$ cat config.mk
export PLATFORM = sky130hd
export DESIGN_NAME = ram_access_ctrl_flat
export DESIGN_NICKNAME = d
export VERILOG_FILES = /design/src/rtl/ram_access_ctrl_if.sv /design/src/rtl/ram_access_ctrl.sv /design/src/flat_wrapper.sv
export SDC_FILE = /design/constraint.sdc
export NUM_CORES = 1
export LEC_CHECK = 0
export CORE_UTILIZATION = 40
export DETAILED_ROUTE_END_ITERATION = 8
export PLACE_DENSITY = 0.68
export SYNTH_ARGS = -nofsm -noshare
export SYNTH_HDL_FRONTEND = slang
export SYNTH_SLANG_ARGS = --single-unit
$ cat constraint.sdc
create_clock -name clock -period 4.2 [get_ports clock]
set_clock_uncertainty 0.2 [all_clocks]
set_input_delay 0.63 -clock clock [delete_from_list [all_inputs] [get_ports clock]]
set_output_delay 0.63 -clock clock [all_outputs]
set_load 0.02 [all_outputs]
$ cat src/rtl/ram_access_ctrl_if.sv
`default_nettype none
// ---------------------------------------------------------------------------
// Module   : ram_access_ctrl_if
// Purpose  : Request/response/fill channels plus single-port RAM pins seen
//            by ram_access_ctrl.
// Revision : 1.0 - initial release
// ---------------------------------------------------------------------------
interface ram_access_ctrl_if #(
  parameter int WIDTH = 8,
  parameter int DEPTH = 16
);
  localparam int AW = (DEPTH > 1) ? $clog2(DEPTH) : 1;

  logic             req_valid;
  logic             req_ready;
  logic             req_write;
  logic [AW-1:0]    req_addr;
  logic [WIDTH-1:0] req_wdata;
  logic             rsp_valid;
  logic             rsp_ready;
  logic [WIDTH-1:0] rsp_rdata;
  logic             init_start;
  logic [WIDTH-1:0] init_value;
  logic             init_busy;
  logic [WIDTH-1:0] ram_data_in;
  logic             ram_read_enable;
  logic             ram_write_enable;
  logic [AW-1:0]    ram_address;
  logic [WIDTH-1:0] ram_data_out;

  // Host and RAM side together, as seen from outside the controller
  modport master (
    output req_valid, req_write, req_addr, req_wdata, rsp_ready,
           init_start, init_value, ram_data_out,
    input  req_ready, rsp_valid, rsp_rdata, init_busy,
           ram_data_in, ram_read_enable, ram_write_enable, ram_address
  );

  modport slave (
    input  req_valid, req_write, req_addr, req_wdata, rsp_ready,
           init_start, init_value, ram_data_out,
    output req_ready, rsp_valid, rsp_rdata, init_busy,
           ram_data_in, ram_read_enable, ram_write_enable, ram_address
  );
endinterface
`default_nettype wire

$ cat src/rtl/ram_access_ctrl.sv
`default_nettype none
// ---------------------------------------------------------------------------
// Module   : ram_access_ctrl
// Purpose  : One-at-a-time valid/ready front end for a single-port RAM with
//            registered read data, plus a hardware constant-fill mode.
// Revision : 1.0 - initial release
// ---------------------------------------------------------------------------
module ram_access_ctrl #(
  parameter int WIDTH = 8,
  parameter int DEPTH = 16
) (
  input  logic              clock,
  input  logic              reset,
  ram_access_ctrl_if.slave  bus
);

  localparam int            AW          = (DEPTH > 1) ? $clog2(DEPTH) : 1;
  localparam logic [AW-1:0] c_last_addr = AW'(DEPTH - 1);

  typedef enum logic [2:0] {
    S_IDLE    = 3'd0,
    S_WR      = 3'd1,
    S_RD      = 3'd2,
    S_RD_WAIT = 3'd3,
    S_RSP     = 3'd4,
    S_INIT    = 3'd5
  } state_t;

  state_t           r_state,      w_state_nxt;
  logic             r_ram_we,     w_ram_we_nxt;
  logic             r_ram_re,     w_ram_re_nxt;
  logic [AW-1:0]    r_ram_addr,   w_ram_addr_nxt;
  logic [WIDTH-1:0] r_ram_din,    w_ram_din_nxt;
  logic             r_rsp_valid,  w_rsp_valid_nxt;
  logic [WIDTH-1:0] r_rsp_rdata,  w_rsp_rdata_nxt;
  logic [AW-1:0]    r_cnt,        w_cnt_nxt;
  logic [WIDTH-1:0] r_fill_value, w_fill_value_nxt;
  logic             w_req_ready;

  assign w_req_ready = (r_state == S_IDLE) && !bus.init_start;

  always_ff @(posedge clock or negedge reset) begin
    if (!reset) begin
      r_state      <= S_IDLE;
      r_ram_we     <= 1'b0;
      r_ram_re     <= 1'b0;
      r_ram_addr   <= '0;
      r_ram_din    <= '0;
      r_rsp_valid  <= 1'b0;
      r_rsp_rdata  <= '0;
      r_cnt        <= '0;
      r_fill_value <= '0;
    end else begin
      r_state      <= w_state_nxt;
      r_ram_we     <= w_ram_we_nxt;
      r_ram_re     <= w_ram_re_nxt;
      r_ram_addr   <= w_ram_addr_nxt;
      r_ram_din    <= w_ram_din_nxt;
      r_rsp_valid  <= w_rsp_valid_nxt;
      r_rsp_rdata  <= w_rsp_rdata_nxt;
      r_cnt        <= w_cnt_nxt;
      r_fill_value <= w_fill_value_nxt;
    end
  end

  // Strobes default low so every operation ends with a quiet RAM cycle
  always_comb begin
    w_state_nxt      = r_state;
    w_ram_we_nxt     = 1'b0;
    w_ram_re_nxt     = 1'b0;
    w_ram_addr_nxt   = r_ram_addr;
    w_ram_din_nxt    = r_ram_din;
    w_rsp_valid_nxt  = r_rsp_valid;
    w_rsp_rdata_nxt  = r_rsp_rdata;
    w_cnt_nxt        = r_cnt;
    w_fill_value_nxt = r_fill_value;

    case (r_state)
      S_IDLE: begin
        if (bus.init_start) begin
          // First fill write is issued straight from the accepting edge
          w_fill_value_nxt = bus.init_value;
          w_cnt_nxt        = '0;
          w_ram_we_nxt     = 1'b1;
          w_ram_addr_nxt   = '0;
          w_ram_din_nxt    = bus.init_value;
          w_state_nxt      = S_INIT;
        end else if (bus.req_valid && bus.req_write) begin
          w_ram_we_nxt   = 1'b1;
          w_ram_addr_nxt = bus.req_addr;
          w_ram_din_nxt  = bus.req_wdata;
          w_state_nxt    = S_WR;
        end else if (bus.req_valid) begin
          w_ram_re_nxt   = 1'b1;
          w_ram_addr_nxt = bus.req_addr;
          w_state_nxt    = S_RD;
        end
      end
      S_WR: begin
        w_state_nxt = S_IDLE;
      end
      S_RD: begin
        w_state_nxt = S_RD_WAIT;
      end
      S_RD_WAIT: begin
        w_rsp_rdata_nxt = bus.ram_data_out;
        w_rsp_valid_nxt = 1'b1;
        w_state_nxt     = S_RSP;
      end
      S_RSP: begin
        if (bus.rsp_ready) begin
          w_rsp_valid_nxt = 1'b0;
          w_state_nxt     = S_IDLE;
        end
      end
      S_INIT: begin
        if (r_cnt == c_last_addr) begin
          w_state_nxt = S_IDLE;
        end else begin
          w_cnt_nxt      = r_cnt + AW'(1);
          w_ram_we_nxt   = 1'b1;
          w_ram_addr_nxt = r_cnt + AW'(1);
          w_ram_din_nxt  = r_fill_value;
        end
      end
      default: begin
        w_state_nxt = S_IDLE;
      end
    endcase
  end

  assign bus.req_ready        = w_req_ready;
  assign bus.rsp_valid        = r_rsp_valid;
  assign bus.rsp_rdata        = r_rsp_rdata;
  assign bus.init_busy        = (r_state == S_INIT);
  assign bus.ram_data_in      = r_ram_din;
  assign bus.ram_read_enable  = r_ram_re;
  assign bus.ram_write_enable = r_ram_we;
  assign bus.ram_address      = r_ram_addr;

endmodule
`default_nettype wire

$ cat src/flat_wrapper.sv
// flat-port wrapper written by rule: the top's interface ports become plain ports
module ram_access_ctrl_flat 
#(
  parameter int WIDTH = 8,
  parameter int DEPTH = 16
)
  (clock, reset, bus_req_valid, bus_req_write, bus_req_addr, bus_req_wdata, bus_rsp_ready, bus_init_start, bus_init_value, bus_ram_data_out, bus_req_ready, bus_rsp_valid, bus_rsp_rdata, bus_init_busy, bus_ram_data_in, bus_ram_read_enable, bus_ram_write_enable, bus_ram_address);
  ram_access_ctrl_if #(.WIDTH(WIDTH), .DEPTH(DEPTH)) bus_i ();
  input  logic clock;
  input  logic reset;
  input wire logic [$bits(bus_i.req_valid)-1:0] bus_req_valid;
  input wire logic [$bits(bus_i.req_write)-1:0] bus_req_write;
  input wire logic [$bits(bus_i.req_addr)-1:0] bus_req_addr;
  input wire logic [$bits(bus_i.req_wdata)-1:0] bus_req_wdata;
  input wire logic [$bits(bus_i.rsp_ready)-1:0] bus_rsp_ready;
  input wire logic [$bits(bus_i.init_start)-1:0] bus_init_start;
  input wire logic [$bits(bus_i.init_value)-1:0] bus_init_value;
  input wire logic [$bits(bus_i.ram_data_out)-1:0] bus_ram_data_out;
  output wire logic [$bits(bus_i.req_ready)-1:0] bus_req_ready;
  output wire logic [$bits(bus_i.rsp_valid)-1:0] bus_rsp_valid;
  output wire logic [$bits(bus_i.rsp_rdata)-1:0] bus_rsp_rdata;
  output wire logic [$bits(bus_i.init_busy)-1:0] bus_init_busy;
  output wire logic [$bits(bus_i.ram_data_in)-1:0] bus_ram_data_in;
  output wire logic [$bits(bus_i.ram_read_enable)-1:0] bus_ram_read_enable;
  output wire logic [$bits(bus_i.ram_write_enable)-1:0] bus_ram_write_enable;
  output wire logic [$bits(bus_i.ram_address)-1:0] bus_ram_address;
  assign bus_i.req_valid = bus_req_valid;
  assign bus_i.req_write = bus_req_write;
  assign bus_i.req_addr = bus_req_addr;
  assign bus_i.req_wdata = bus_req_wdata;
  assign bus_i.rsp_ready = bus_rsp_ready;
  assign bus_i.init_start = bus_init_start;
  assign bus_i.init_value = bus_init_value;
  assign bus_i.ram_data_out = bus_ram_data_out;
  assign bus_req_ready = bus_i.req_ready;
  assign bus_rsp_valid = bus_i.rsp_valid;
  assign bus_rsp_rdata = bus_i.rsp_rdata;
  assign bus_init_busy = bus_i.init_busy;
  assign bus_ram_data_in = bus_i.ram_data_in;
  assign bus_ram_read_enable = bus_i.ram_read_enable;
  assign bus_ram_write_enable = bus_i.ram_write_enable;
  assign bus_ram_address = bus_i.ram_address;
  ram_access_ctrl #(.WIDTH(WIDTH), .DEPTH(DEPTH)) u_core (.clock(clock), .reset(reset), .bus(bus_i));
endmodule
==> flow_summary_export.csv <==
group,metric,value,unit
detailed_routing,wire_per_inst,13.78,um
global_route,globalRoute.totalOverflow,0,
clock_tree,cts_hold_buf,0,
final_layout,layout-drive-gt1-share,0.1261,
detailed_routing,drt_pass1_iterations,4,
synth,avgSynthCellArea,10.85,sq um
sta,setup_violations,0,
clock_tree,clockBufferDepth,2,
worst_setup_path,crit_required,3.37,ns
worst_setup_path,crit_buf_inv,3,
global_route,grt_antenna_before_repair,0,
worst_setup_path,cp_common_cell,"clkdlybuf4s50_1",
synth,synth-seq-area-share,0.5345,
worst_setup_path,critical-path-max-stage-delay,0.62,ns
clock_tree,cts_resized,0,
sta,timing.hold.ws,0.2414,ns
final_layout,fin_nets,256,
clock_tree,cts_sinks,38,
clock_tree,insertion_delay,0.29,ns
sta,fin_ws,1.384,ns
detailed_routing,drt_iter0_drc,68,
clock_tree,numCtsBuffers,5,
final_layout,syn_to_final_growth,38.26,%
synth,synth_top_area_frac,0.5345,
pwr,leakagePower,0.001083,uW
sta,slew_headroom,0.4410,
worst_setup_path,worstPathMaxFanout,16,
sta,slew_viol_final,0,
synth,yosys_warnings,0,
final_layout,post-route-util,0.5936,
sta,max_freq,0.3551,GHz
worst_setup_path,crit_family,"buffers and inverters",
sta,rsz0062_at_grt,"false",
synth,yosysTopAreaCell,"dfrtp_1",
global_route,grt_use_total,0.1786,
worst_setup_path,critPathSlowestCell,"clkdlybuf4s50_1",
worst_setup_path,path_cells,"clkdlybuf4s50_1, buf_4, nor2_1, clkdlybuf4s50_1",
sta,finalHoldViolCount,0,
final_layout,diodes,0,
floorplan,initial_utilization,0.4293,
worst_setup_path,crit_path_end_kind,"output port",
place,portBuffers,58,
worst_setup_path,crit_type,"input port to output port",
floorplan,core_area,4144,sq um
final_layout,finalInstanceArea,2460,sq um
final_layout,fillers,380,
synth,synth_area,1779,sq um
floorplan,rows,23,
floorplan,die_x,68.70,um
worst_setup_path,worstPathArrival,1.99,ns
synth,synth.area.top_cells,"dfrtp_1 53%, mux2_2 7.6%, a21oi_1 5.1%, nor2_1 4.9%, mux2i_1 4.5%",
synth,synth_cells,164,
worst_setup_path,critPathLaunchType,"input port",
floorplan,die_y,68.70,um
global_route,grt_pass1_vias,1330,
floorplan,ios,59,
clock_tree,post_cts_buffers,0,
detailed_routing,drt-vias-per-instance,5.022,
floorplan,die_area,4719,sq um
place,post-place-ws,1.388,ns
detailed_routing,ant_nets,0,
pwr,peakVddDrop,0.3580,mV
clock_tree,cts_tree,"built",
synth,ys_types,32,
status,status,"finished, final reports clean",
place,postPlaceCellArea,2365,sq um
clock_tree,cts.clk_slew.worst_paths,0.07,ns
place,dp_hpwl,2742,um
sta,post-route-period-util,0.6706,
synth,ys_ff_latch,38,
clock_tree,ctsRootBufferMaster,"clkbuf_8",
pwr,power_density,692.2,nW/um^2
run,cap_violations,0,
detailed_routing,num_vias,1366,
synth,syn-num-nets,199,
global_route,grt_max_degree,39,
sta,worstMarginPinSlew,0.8386,ns
detailed_routing,finalWirelength,3747,um
detailed_routing,drc,0,
place,gp_congestion,0.7432,
sta,tns,0,ns
clock_tree,ctsHtreeMaxLevel,2,
hold_path,min_path_type,"input port to asynchronous set/reset pin",
sta,min_period,2.816,ns
global_route,grt_pass1_wl,5975,um
power by group:
part	total, uW	switching [uW]	internal (uW)
clock network	259	128	132
logic	805	407	398
registers	638	107	531
total	1700	642	1060
layer usage:
layer / share of wire / up-vias / track usage
li1: - / 678 / -
met1: 0.44 / 650 / 0.2031
met2: 0.51 / 31 / 0.3088
met3: 0.038 / 7 / 0.05099
met4: 0.020 / 0 / 0.08163
met5: 0 / - / 0
sequential cells by signal, indices dropped and copies added, names as in the netlist:
| register | cells |
|---|---|
| u_core.bus.rsp_rdata | 8 |
| u_core.bus.ram_write_enable | 1 |
| u_core.bus.ram_data_in | 8 |
| u_core.bus.ram_read_enable | 1 |
| u_core.bus.rsp_valid | 1 |
| u_core.bus.ram_address | 4 |
| u_core.r_fill_value | 8 |
| u_core.r_cnt | 4 |
| u_core.r_state | 3 |
cell families after synthesis:
logic type,synth area share
and+or+nand+nor,0.1308
buffers and inverters,0.04220
muxes,0.1589
DFF,0.5345
AOI/OAI and AO/OA,0.1167
xor gates and xnor gates,0.009847
adders and majority gates,0.007031
path summary, 6_finish.rpt:
kind                                           start                          to  slack (ns)  cells after the start
max                                   bus_init_start               bus_req_ready        1.38                      4
min                                            reset  u_core.bus.ram_read_enable        0.24                      1
max reg2reg                        u_core.r_state[0]             u_core.r_cnt[3]        2.19                      4
min reg2reg                u_core.bus.ram_data_in[5]   u_core.bus.ram_data_in[5]        0.28                      2
max in group asynchronous                      reset   u_core.bus.ram_data_in[0]        3.03                      1
min in group clock         u_core.bus.ram_data_in[5]   u_core.bus.ram_data_in[5]        0.28                      2
Yosys cell counts, drive strengths merged:
master	count
dfrtp	38
nor2	23
a21oi	18
mux2	18
nand2	12
o21ai	11
buf	9
mux2i	8
inv	4
nor3	3
and2	2
and3	2
nand3	2
nand3b	2
a2bb2oi	1
a31oi	1
ha	1
nand2b	1
nor2b	1
o211ai	1
o22a	1
o22ai	1
o311a	1
or3	1
xnor2	1
xor2	1
cell type report:
cell class,instances,area [sq um],area share
flip-flops and latches,38,950.9,0.3866
multi-input cells,113,753.2,0.3062
repair buffers,59,583.1,0.2370
clock buffers,6,82.58,0.03357
well taps,50,62.56,0.02543
inverters,4,15.01,0.006104
clock inverters,2,12.51,0.005086
layout by cell type (no fill, tap or decap), drive strengths merged, types with 2 or more instances in the layout:
master         count
a21oi             18
and2               2
and3               2
buf                2
clkbuf             6
clkdlybuf4s50     57
dfrtp             38
inv                4
mux2              18
mux2i              8
nand2             12
nand3              2
nand3b             2
nor2              23
nor3               3
o21ai             11
stage by stage:
stage	instances	total power (uW)
CTS	272	1730
global placement	264	1433
global route	272	1831
detailed placement	264	1462
floorplan	164	1144
finish	272	1703
Power figures use the tool's default switching activity.
